--- src/rtl/dm_lsu.sv ---
// Load/store unit between the CPU datapath and a word-ported byte memory.
// Sub-word stores go through a two-cycle read-modify-write; loads and sw take one cycle.
module dm_lsu #(
  parameter int ADDR_W = 10
) (
  input  logic              clk,
  input  logic              rst_n,
  input  logic              req,
  input  logic              wr,
  input  logic [1:0]        size,
  input  logic              uns,
  input  logic [31:0]       addr,
  input  logic [31:0]       wdata,
  output logic [31:0]       rdata,
  output logic              ready,
  output logic              addr_err,
  output logic [ADDR_W-1:0] dm_addr,
  output logic [31:0]       dm_din,
  output logic              dm_we,
  input  logic [31:0]       dm_dout
);

  // state | meaning
  // IDLE  | accept request; loads, sw and faults complete this cycle
  // RMW   | write merged word for a latched sb/sh
  localparam logic [0:0] S_IDLE = 1'b0;
  localparam logic [0:0] S_RMW  = 1'b1;

  logic [0:0]        state;
  logic [ADDR_W-1:0] lat_addr;
  logic [1:0]        lat_size;
  logic [15:0]       lat_wdata;
  logic [31:0]       lat_old;

  logic              fault;
  logic              go_rmw;
  logic [7:0]        ld_byte;
  logic [15:0]       ld_half;
  logic [31:0]       merged;
  logic              unused_addr_hi;

  assign unused_addr_hi = ^addr[31:ADDR_W];

  always_comb begin
    fault = (size == 2'b11) ||
            (size == 2'b01 && addr[0]) ||
            (size == 2'b10 && addr[1:0] != 2'b00);
    ld_byte = 8'(dm_dout >> {addr[1:0], 3'b000});
    ld_half = 16'(dm_dout >> {addr[1], 4'b0000});
  end

  always_comb begin
    merged = lat_old;
    if (lat_size == 2'b00)
      merged[{lat_addr[1:0], 3'b000} +: 8] = lat_wdata[7:0];
    else
      merged[{lat_addr[1], 4'b0000} +: 16] = lat_wdata;
  end

  // Outputs are gated by rst_n so a reset during RMW kills dm_we without waiting for a clock.
  always_comb begin
    ready    = 1'b0;
    addr_err = 1'b0;
    dm_we    = 1'b0;
    rdata    = '0;
    dm_addr  = '0;
    dm_din   = '0;
    go_rmw   = 1'b0;
    if (rst_n) begin
      if (state == S_RMW) begin
        dm_addr = {lat_addr[ADDR_W-1:2], 2'b00};
        dm_din  = merged;
        dm_we   = 1'b1;
        ready   = 1'b1;
      end else begin
        dm_addr = {addr[ADDR_W-1:2], 2'b00};
        if (req) begin
          if (fault) begin
            ready    = 1'b1;
            addr_err = 1'b1;
          end else if (!wr) begin
            ready = 1'b1;
            case (size)
              2'b00:   rdata = uns ? {24'h0, ld_byte} : {{24{ld_byte[7]}}, ld_byte};
              2'b01:   rdata = uns ? {16'h0, ld_half} : {{16{ld_half[15]}}, ld_half};
              default: rdata = dm_dout;
            endcase
          end else if (size == 2'b10) begin
            dm_din = wdata;
            dm_we  = 1'b1;
            ready  = 1'b1;
          end else begin
            go_rmw = 1'b1;
          end
        end
      end
    end
  end

  always_ff @(posedge clk or negedge rst_n) begin
    if (!rst_n) begin
      state     <= S_IDLE;
      lat_addr  <= '0;
      lat_size  <= '0;
      lat_wdata <= '0;
      lat_old   <= '0;
    end else begin
      state <= go_rmw ? S_RMW : S_IDLE;
      if (go_rmw) begin
        lat_addr  <= addr[ADDR_W-1:0];
        lat_size  <= size;
        lat_wdata <= wdata[15:0];
        lat_old   <= dm_dout;
      end
    end
  end

endmodule

--- config.mk ---
export PLATFORM = sky130hd
export DESIGN_NAME = dm_lsu
export DESIGN_NICKNAME = d
export VERILOG_FILES = /design/src/rtl/dm_lsu.sv
export SDC_FILE = /design/constraint.sdc
export NUM_CORES = 1
export LEC_CHECK = 0
export ABC_CLOCK_PERIOD_IN_PS = 3300
export CAP_MARGIN = 30
export CORE_ASPECT_RATIO = 1.1
export CORE_MARGIN = 3
export CORE_UTILIZATION = 46
export CTS_BUF_LIST = sky130_fd_sc_hd__clkbuf_8
export CTS_CLUSTER_DIAMETER = 30
export CTS_CLUSTER_SIZE = 8
export DETAILED_ROUTE_END_ITERATION = 16
export PLACE_DENSITY = 0.85
export SLEW_MARGIN = 15
export SYNTH_ARGS = -nofsm -noshare
export SYNTH_HDL_FRONTEND = slang
export SYNTH_SLANG_ARGS = --single-unit
export TNS_END_PERCENT = 100
--- constraint.sdc ---
create_clock -name clk -period 3.3 [get_ports clk]
set_input_delay 0.99 -clock clk [delete_from_list [all_inputs] [get_ports clk]]
set_output_delay 0.99 -clock clk [all_outputs]
set_load 0.005 [all_outputs]
==> results.md, run 1 <==
• finished with violations — run status
• negative setup slack — violated checks
• yes — clock tree from TritonCTS
• 438 — initial detailed-routing violation count
• 1.00 — share of synthesized registers carrying an async set or reset
• 287 uV — maximum resistive drop on vdd
• 0 — number of max-slew violations in the final report
• 11.2 ps — Clock Skews
• 10.1 sq um — mean instance size in the synthesized netlist
• 1 — Hold Path Cell Cnt
• 12400 um — half-perimeter wire length of the detailed placement result
• 38 — Rows
• 3.49 nW — leakage power summed over all cells
• 9940 sq um — core area
• in2out — critical setup path kind
• 24.8 um — routed wirelength normalized by instance count
• 155 — # port buffers
• 180 — Ports
• 0 — number of diodes added for antenna fixing
• state — startpoint of the worst register-to-register path
• -910 ps — Total Neg Setup Slack
• 440 ps — Max stage delay on crit path
• 634 ps — Worst Max-Slew Pin Slew
• 30800 um — global-route wire length before repair
• 0 — initial antenna violation count
• 0 — number of maximum-capacitance violations
• 823 — fin cells
• 2310 ps — required time reported for the critical path endpoint
• 103 um — Die Width
• 0 — count of nets left with antenna violations after detail routing
• 11500 sq um — Total Die Area
• 1400 ps — reg2reg setup slack
• 6.42 — detail-routed via count per cell
• true — RSZ-0062 raised after global routing
• 61 — number of flip-flops and latches in the synthesized netlist
• buf_6, and4_1, a22oi_2, clkbuf_16, buf_6, buf_6, a2111oi_4, buf_2 — list of cells traversed by the critical path
• lat_addr[3] — endpoint of the worst hold-timing path
• lat_wdata[11] — capture point of the worst reg-to-reg path
• 22 — final setup violation count
• 4 — biggest fanout along the worst timing path
• 0 — count of warnings emitted by yosys
• 2420 ps — endpoint arrival time on the critical path
• 509 ps — hold_ws
• 38 — largest net degree at the start of global routing
• 20400 um — final wirelength
• 383 nW/um^2 — Power per Cell Area
• 3410 ps — min cycle time layout
• 467 — cells after synthesis
• 0 — final count of hold timing violations
• 1.03 — ratio of final minimum period to clock period
• 293 MHz — Max Clock Freq
• a22oi_2 — cell with the biggest individual delay on the critical path
• 4720 sq um — Post-Synthesis Cell Area
• 0.475 — initial core utilization
• -927 ps — Post-Place Worst Slack
• 6 — number of iterations in the first detailed-routing pass
• input pin — crit start category
• 51 — count of cell types in the netlist
• 0.886 — weighted congestion at the end of routability-driven global placement
• 0 — count of hold-fix buffers inserted at cts
• -110 ps — post-route worst setup slack
• 0.323 — sequential cell area fraction in the yosys report
• 5748 — vias in the first global route
• 112 um — vertical extent of the die
• 5 — Worst Reg2Reg Path Length in Cells
• 70 ps — Worst-path clk slew
• 360 ps — later-pin clock latency in the skew report
• 0 — total grt overflow
• 0.577 — Max-Slew Margin vs Limit
• buf_6 — cell repeated most along the worst path
• dfrtp_1 — primary flip-flop cell chosen by synthesis mapping
• 9 — number of clock buffers inserted by TritonCTS
• 66.0% — synth-to-layout area growth
• 3 — H-tree depth
• 806 — number of nets in the layout
• 0 — count of flip-flops with a built-in enable after synthesis
• 0.533 — proportion of layout cells with a drive suffix above 1
• lat_addr[3] — start point of the worst hold path
• 2 — clock buffer depth
• 61 — count of clock tree sinks
• primary output — kind of end point of the critical path
• 0.347 — combined global-route utilization of all metal layers
• 0 — count of unresolved DRC violations after routing
• reg2reg — path category of the worst min-delay check
• 5287 — overall via count from detail_route
• clkbuf_8 — Clock Tree Root
• 779 — number of cells in the design after placement
metrics by stage:
stage,power (mW),instance area (sq um),utilization
after floorplan,1.62,4720,-
after detailed placement,2.08,6890,0.693
after global placement,2.03,6890,0.693
after global routing,3.13,7840,0.788
final,3.00,7840,0.788
after CTS,2.86,7730,0.778
layer usage:
metal  share of wire  global-route usage  up-vias  wire length [um]
li1                -                   -     2242                 -
met1            0.35               0.397     2556              7200
met2            0.50               0.584      359             10100
met3           0.080              0.0783      130              1630
met4           0.071               0.200        0              1460
met5               0                   0        -                 0
repair_timing:
item,CTS,global route
hold endpoints to repair,0,0
gates resized for setup,427,57
pin swaps,23,16
endpoints found under the setup margin,67,62
cloned,4,1
setup buffers,26,10
report_power, final:
group	leakage [nW]	internal [mW]	total, mW	switching (mW)
logic	2.66	0.602	1.20	0.601
registers	0.738	0.920	1.16	0.236
clock network	0.0970	0.298	0.639	0.341
total	3.49	1.82	3.00	1.18
cell usage in the layout, fill, tap and decap left out, types with 7 or more instances in the layout:
cell type / netlist / final
mux2i_1: 33 / 33
dlygate4sd2_1: 0 / 13
nand2_1: 10 / 10
inv_1: 16 / 14
clkdlybuf4s50_1: 0 / 63
nor2b_1: 11 / 11
buf_2: 21 / 63
dfrtp_1: 61 / 60
buf_6: 6 / 23
nor4b_1: 8 / 8
nor2_1: 51 / 51
a221oi_2: 0 / 17
mux2_2: 79 / 69
a2111oi_4: 0 / 18
buf_12: 0 / 7
mux2_4: 2 / 12
a21oi_1: 8 / 8
nand3_1: 8 / 8
a221oi_1: 31 / 14
clkbuf_8: 0 / 10
buf_4: 3 / 81
nand2b_1: 8 / 7
nor3_2: 0 / 13
cells by family (layout without fill, tap and decap cells):
logic type      Yosys count  in the layout  synth area share
compound gates           93             93             0.178
fa+ha+maj                 5              5            0.0133
buf+inv                  64            299            0.0689
flops                    61             61             0.323
mux                     116            116             0.272
other cells               1              2          0.000794
simple gates            127            127             0.143
registers in the layout (all words and copies together), names as in the netlist:
register	flops
lat_old	32
lat_wdata	16
lat_addr	10
lat_size	2
state	1
Yosys cell counts (7+ instances only):
master | count | area (sq um)
nor3_1 | 17 | 85.1
dfrtp_1 | 61 | 1530
o221a_2 | 7 | 78.8
nor2_1 | 51 | 191
a221oi_1 | 31 | 272
inv_1 | 16 | 60.1
a2111oi_0 | 19 | 166
nand2_1 | 10 | 37.5
nand2b_1 | 8 | 50.1
mux2_2 | 79 | 890
mux2i_1 | 33 | 330
a21oi_1 | 8 | 40.0
a311oi_1 | 9 | 78.8
clkbuf_1 | 16 | 60.1
nor4b_1 | 8 | 70.1
buf_2 | 21 | 105
nand3_1 | 8 | 40.0
nor2b_1 | 11 | 68.8
worst max-delay path, delay by kind of cell:
family,cells,cell delay [ps]
AO/OA/AOI/OAI,2,480
buffers and inverters,5,740
AND/OR/NAND/NOR,1,190
how the worst max path moves through the flow:
| stage | cells past startpoint | from | to | slack, ps |
|---|---|---|---|---|
| final | 8 | req | dm_din[8] | -110 |
| after global routing | 9 | lat_addr[1] | dm_din[6] | -180 |
| after CTS | 9 | addr[1] | rdata[21] | -110 |
| after detailed placement | 8 | addr[1] | dm_din[14] | -930 |
| after global placement | 8 | addr[1] | dm_din[14] | -930 |
| after floorplan | 8 | lat_addr[1] | dm_din[30] | 180 |
layout make-up:
type,count,area [sq um]
multi-input combinational,343,3650
clock inverter,6,45.0
fill,572,2100
clock buffer,10,138
timing repair buffer,267,2260
inverter,16,60.1
tap,120,150
sequential,61,1530
Power figures use the tool's default switching activity.
==> inputs of run 2 (changes only) <==
ABC_CLOCK_PERIOD_IN_PS = 3350   (was 3300)
CORE_UTILIZATION = 35   (was 46)
PLACE_DENSITY = 0.68   (was 0.85)
clock period = 3.35 ns   (was 3.3 ns; I/O delays follow)
==> results.md, run 2 (same netlist as run 1, synthesis figures left out) <==
• 3470 ps — min cycle time layout
• finished with violations — run status
• lat_old x32, lat_wdata x16, lat_addr x10 — registers with the most flip-flops
• 288 MHz — Max Clock Freq
• 6890 sq um — Placed Area, about the same
• 180 — Ports, unchanged
• 848 — fin cells, +3.0%
• 11.4 ps — Clock Skews, +0.134 ps
• 4923 — overall via count from detail_route, -6.9%
• 12600 um — half-perimeter wire length of the detailed placement result, +1.6%
• 0.0467 — met3 usage, -0.0316
• 1.04 — ratio of final minimum period to clock period
• 117 um — Die Width, +14%
• 334 — initial detailed-routing violation count, -24%
• 0.421 — GR Util met2, -0.162
• clkbuf_8 — Clock Tree Root
• primary output — kind of end point of the critical path
• 18600 um — final wirelength, -9.0%
• reg2reg — path category of the worst min-delay check
• 5 — number of iterations in the first detailed-routing pass, -1
• 727 ps — Worst Max-Slew Pin Slew, +92.5 ps
• 5.81 — detail-routed via count per cell, -9.6%
• 9 — number of clock buffers inserted by TritonCTS, unchanged
• buffers and inverters — cell family with the largest share of critical-path delay
• yes — clock tree from TritonCTS
• 0.366 — initial core utilization, -0.109
• 0 — count of unresolved DRC violations after routing, unchanged
• 67.8% — synth-to-layout area growth
• 12900 sq um — core area, +30%
• 61 — count of clock tree sinks, unchanged
• 320 ps — Max stage delay on crit path, -120 ps
• buf_4, and4_4, a22oi_2, buf_12, buf_6, buf_12, buf_4, a2111oi_4, buf_2 — list of cells traversed by the critical path
• negative setup slack — violated checks
• 27900 um — global-route wire length before repair, -9.4%
• 7920 sq um — Layout Cell Area excl Fill, +1.1%
• 21.9 um — routed wirelength normalized by instance count, -12%
• lat_old — largest register by flop count
• 54 — largest net degree at the start of global routing, +42%
• 5 — biggest fanout along the worst timing path, +1
• 340 ps — later-pin clock latency in the skew report, -20 ps
• 811 — number of cells in the design after placement, +4.1%
• 43 — Rows, +13%
• met2 — busiest metal layer after global routing
• 32 — flip-flop count of the largest register, all copies and words added, unchanged
• 379 nW/um^2 — Power per Cell Area, -0.97%
• 14900 sq um — Total Die Area, +30%
• 0 — count of nets left with antenna violations after detail routing, unchanged
• 2 — clock buffer depth, unchanged
• true — RSZ-0062 raised after global routing
• 270 uV — maximum resistive drop on vdd, -6.1%
• 8 — final setup violation count, -64%
• 0.516 — Max-Slew Margin vs Limit, -0.0617
• 0 — initial antenna violation count, unchanged
• -122 ps — post-route worst setup slack, -12.5 ps
• 0 — count of hold-fix buffers inserted at cts, unchanged
• 0 — number of max-slew violations in the final report, unchanged
• 0.241 — combined global-route utilization of all metal layers, -0.106
• a2111oi_4 — cell with the biggest individual delay on the critical path
• 3 — H-tree depth, unchanged
• buf_4 (75), mux2_2 (66), clkdlybuf4s50_1 (63), buf_2 (61), dfrtp_1 (58) — top library cells by usage in the layout, fill and taps aside
• 0 — final count of hold timing violations, unchanged
• buf_4 — most common library cell in the layout ignoring fill and taps
• 2340 ps — required time reported for the critical path endpoint, +30 ps
• 1810 ps — reg2reg setup slack, +410 ps
• 0.286 — GR Util met1, -0.111
• 3.00 mW — total power draw, +0.11%
• 0 — number of diodes added for antenna fixing, unchanged
• 128 um — vertical extent of the die, +14%
• 794 — number of nets in the layout, -1.5%
• 3.55 nW — leakage power summed over all cells, +1.8%
• in2out — critical setup path kind
• input pin — crit start category
• 0 — total grt overflow, unchanged
• 0.863 — weighted congestion at the end of routability-driven global placement, -2.6%
• -971 ps — Post-Place Worst Slack, -43.2 ps
• 70 ps — Worst-path clk slew, about the same
• 0.512 — proportion of layout cells with a drive suffix above 1, -0.0211
• 0 — number of maximum-capacitance violations, unchanged
• 6 — sum of buffers and inverters on the critical path, +1
• 155 — # port buffers, unchanged
• 5191 — vias in the first global route, -9.7%
• 2470 ps — endpoint arrival time on the critical path, +50 ps
## run 2: changes by cell type in the layout (fill, tap and decap cells not counted), moves of 6 or more
cell,delta
nor4b_2,+6
a221oi_1,+6
nor3_1,+13
a2111oi_4,+6
a221oi_2,-7
buf_4,-6
nor4b_1,-6
dlymetal6s2s_1,+12
dlygate4sd2_1,-11
buf_6,-6
nor3_2,-10
## run 2: power by group
part	switching (mW)	internal, mW	leakage, nW
Clock	0.322	0.422	0.110
Combinational	0.547	0.580	2.71
Sequential	0.222	0.908	0.736
## run 2: path summary, 6_finish.rpt
check,from,endpoint,cells past startpoint
min in group asynchronous,rst_n,lat_addr[4],2
hold reg to reg,lat_addr[2],lat_addr[2],1
max in group asynchronous,rst_n,state,3
hold / removal,lat_addr[2],lat_addr[2],1
setup / recovery,req,dm_din[0],9
setup reg to reg,state,lat_wdata[8],4
## run 2: metrics by stage
stage / TNS (ps) / utilization / hold WS (ps)
after floorplan: 0 / - / 479
after global placement: -48380 / 0.533 / 486
after detailed placement: -48830 / 0.533 / 497
after CTS: -7100 / 0.606 / 514
after global routing: -1350 / 0.613 / 537
final: -493 / 0.613 / 509
## run 2: cell type report
| type | instances | area (sq um) |
|---|---|---|
| repair buffers | 255 | 2260 |
| well taps | 157 | 196 |
| inverters | 16 | 60.1 |
| flip-flops and latches | 61 | 1530 |
| multi-input cells | 343 | 3650 |
| clock buffers | 9 | 124 |
| clock inverters | 7 | 98.8 |
| fillers | 1041 | 4990 |
## run 2: what timing repair did
action | in CTS | in global routing
setup buffers | 27 | 8
endpoints found under the setup margin | 67 | 64
pin swaps | 22 | 14
endpoints found under the hold margin | 0 | 0
resized for setup | 412 | 71
cloned | 5 | 0
## run 2: layer usage
| layer | up-vias | share of wire |
|---|---|---|
| met3 | 57 | 0.058 |
| met1 | 2416 | 0.38 |
| met4 | 0 | 0.043 |
| met5 | - | 0 |
| met2 | 228 | 0.52 |
| li1 | 2222 | - |
## run 2: worst reg2reg max path, delay by kind of cell, from the launching register on
kind                   cells  cell delay [ps]
flip-flops                 1              490
multiplexers               1              390
AND/OR/NAND/NOR            2              360
buffers and inverters      1              210
==> inputs of run 3 (changes only) <==
==> constraint.sdc (replaced) <==
create_clock -name clk -period 3.35 [get_ports clk]
set_input_delay 0.335 -clock clk [delete_from_list [all_inputs] [get_ports clk]]
set_output_delay 0.335 -clock clk [all_outputs]
set_load 0.005 [all_outputs]
==> results.md, run 3 (same netlist as run 1, synthesis figures left out) <==
• finished, final reports clean — run status
• 715 — number of nets in the layout, -9.9%
• 387 nW/um^2 — Power per Cell Area, +2.0%
• yes — clock tree from TritonCTS
• 0 — number of max-slew violations in the final report, unchanged
• 12900 sq um — core area, unchanged
• or3b_1, buf_4, a221oi_1, a2111oi_0, clkdlybuf4s50_1 — list of cells traversed by the critical path
• lat_old x32, lat_wdata x16, lat_addr x10 — registers with the most flip-flops
• 0 — final setup violation count, -8
• lat_old — largest register by flop count
• reg2out — critical setup path kind
• 0.436 — Seq pwr share, +0.060
• 5 — number of iterations in the first detailed-routing pass, unchanged
• 128 um — vertical extent of the die, unchanged
• clkdlybuf4s50_1 (154), mux2_2 (79), dfrtp_1 (59), nor2_1 (51), mux2i_1 (33) — top library cells by usage in the layout, fill and taps aside
• 0 — final count of hold timing violations, unchanged
• 117 um — Die Width, unchanged
• 0.334 — Comb power frac, -0.042
• 61 — count of clock tree sinks, unchanged
• 2 — clock buffer depth, unchanged
• 32 — flip-flop count of the largest register, all copies and words added, unchanged
• 14900 sq um — Total Die Area, unchanged
• 80 ps — Worst-path clk slew, about the same
• 82.9 ps — post-route worst setup slack, +205 ps
• 11.3 ps — Clock Skews, -0.0921 ps
• 0.863 — weighted congestion at the end of routability-driven global placement, about the same
• 350 ps — later-pin clock latency in the skew report, about the same
• 4321 — vias in the first global route, -17%
• 0.360 — proportion of total power due to net switching, -0.00353
• 0.230 — clock share of power, -0.018
• 2.60 nW — leakage power summed over all cells, -27%
• 18 — biggest fanout along the worst timing path, +13
• or3b_1 — cell with the biggest individual delay on the critical path
• 686 ps — Worst Max-Slew Pin Slew, -41.0 ps
• 180 — Ports, unchanged
• 155 — # port buffers, unchanged
• 9 — number of clock buffers inserted by TritonCTS, unchanged
• primary output — kind of end point of the critical path
• 1.64 mW — design internal power, -14%
• buffers and inverters — cell family with the largest share of critical-path delay
• 0.366 — initial core utilization, unchanged
• 0.514 — post-layout util, -0.0991
• 237 uV — maximum resistive drop on vdd, -12%
• 5.78 — detail-routed via count per cell, -0.50%
• 0 — count of unresolved DRC violations after routing, unchanged
• register — crit start category
• 0.924 mW — Switching Power, -15%
• 3 — H-tree depth, unchanged
• 2930 ps — endpoint arrival time on the critical path, +460 ps
• 20.5 um — routed wirelength normalized by instance count, -6.2%
• 11900 um — half-perimeter wire length of the detailed placement result, -5.8%
• clkbuf_8 — Clock Tree Root
• 0 — number of maximum-capacitance violations, unchanged
• 3010 ps — required time reported for the critical path endpoint, +670 ps
• 2.57 mW — total power draw, -14%
• 0 — count of nets left with antenna violations after detail routing, unchanged
• 0.543 — Max-Slew Margin vs Limit, +0.0273
• false — RSZ-0062 raised after global routing
• 0.354 — GR Util met2, -0.0680
• 2 — sum of buffers and inverters on the critical path, -4
• 620 ps — Max stage delay on crit path, +300 ps
• clkdlybuf4s50_1 — most common library cell in the layout ignoring fill and taps
• 294 — initial detailed-routing violation count, -12%
• 15800 um — final wirelength, -15%
• 0 — initial antenna violation count, unchanged
• 40.7% — synth-to-layout area growth
• 0.247 — GR Util met1, -0.0388
• 0.202 — combined global-route utilization of all metal layers, -0.0389
• 0 — total grt overflow, unchanged
• 306 MHz — Max Clock Freq, +6.3%
• met2 — busiest metal layer after global routing
• 23700 um — global-route wire length before repair, -15%
• 54 — largest net degree at the start of global routing, unchanged
• 3270 ps — min cycle time layout, -205 ps
• 43 — Rows, unchanged
• 276 ps — Post-Place Worst Slack, +1250 ps
• 0 — number of diodes added for antenna fixing, unchanged
• 0.975 — ratio of final minimum period to clock period, -0.0612
• in2async — path category of the worst min-delay check
• 0.248 — proportion of layout cells with a drive suffix above 1, -0.264
• 4442 — overall via count from detail_route, -9.8%
• 0 ps — Total Neg Setup Slack, +493 ps
• 0.0420 — met3 usage, -0.00472
## run 3: area by class of cell
cell class,count,area [sq um]
Inverter,16,60.1
Fill cell,1198,6270
Tap cell,157,196
Clock buffer,9,124
Multi-Input combinational cell,343,2950
Clock inverter,7,50.0
Sequential cell,61,1530
Timing Repair Buffer,176,1730
## run 3: routing by layer
metal,vias to the layer above,share of wire
met2,187,0.51
met1,2167,0.39
met3,29,0.066
li1,2059,-
met5,-,0
met4,0,0.026
## run 3: path summary, 6_finish.rpt
path / start / end / slack (ps) / cells after the start
max: lat_size[0] / dm_din[26] / 80 / 5
min: rst_n / lat_addr[5] / 440 / 2
max reg2reg: state / lat_wdata[8] / 1500 / 4
min reg2reg: lat_addr[3] / lat_addr[3] / 510 / 1
max in group asynchronous: rst_n / lat_addr[0] / 1850 / 3
min in group clk: lat_addr[3] / lat_addr[3] / 510 / 1
## run 3: metrics by stage
stage | hold slack (ps) | std cells | area, sq um
finish | 440 | 769 | 6640
CTS | 433 | 769 | 6580
detailed placement | 269 | 752 | 6390
global route | 443 | 769 | 6640
floorplan | 39.4 | 468 | 4720
global placement | 266 | 752 | 6390
## run 3: worst register-to-register path, cell delays in order, from the launching register on
cell and delay, ps:
dfrtp_2 510, nor2b_1 230, nand4_4 330, buf_12 310, mux2_1 360
## run 3: repair_timing
item,in CTS,in global routing
gates resized for setup,4,18
hold buffers,1,0
hold endpoints to repair,8,0
pin swaps,0,1
setup buffers,0,0
setup endpoints to repair,4,18
## run 3: power by group through the flow
| stage | Clock, mW | Sequential (mW) | Combinational [mW] |
|---|---|---|---|
| detailed placement | 0 | 1.13 | 0.832 |
| global placement | 0 | 1.12 | 0.808 |
| finish | 0.591 | 1.12 | 0.857 |
| CTS | 0.612 | 1.12 | 0.838 |
| floorplan | 0 | 1.02 | 0.576 |
| global route | 0.642 | 1.14 | 0.926 |
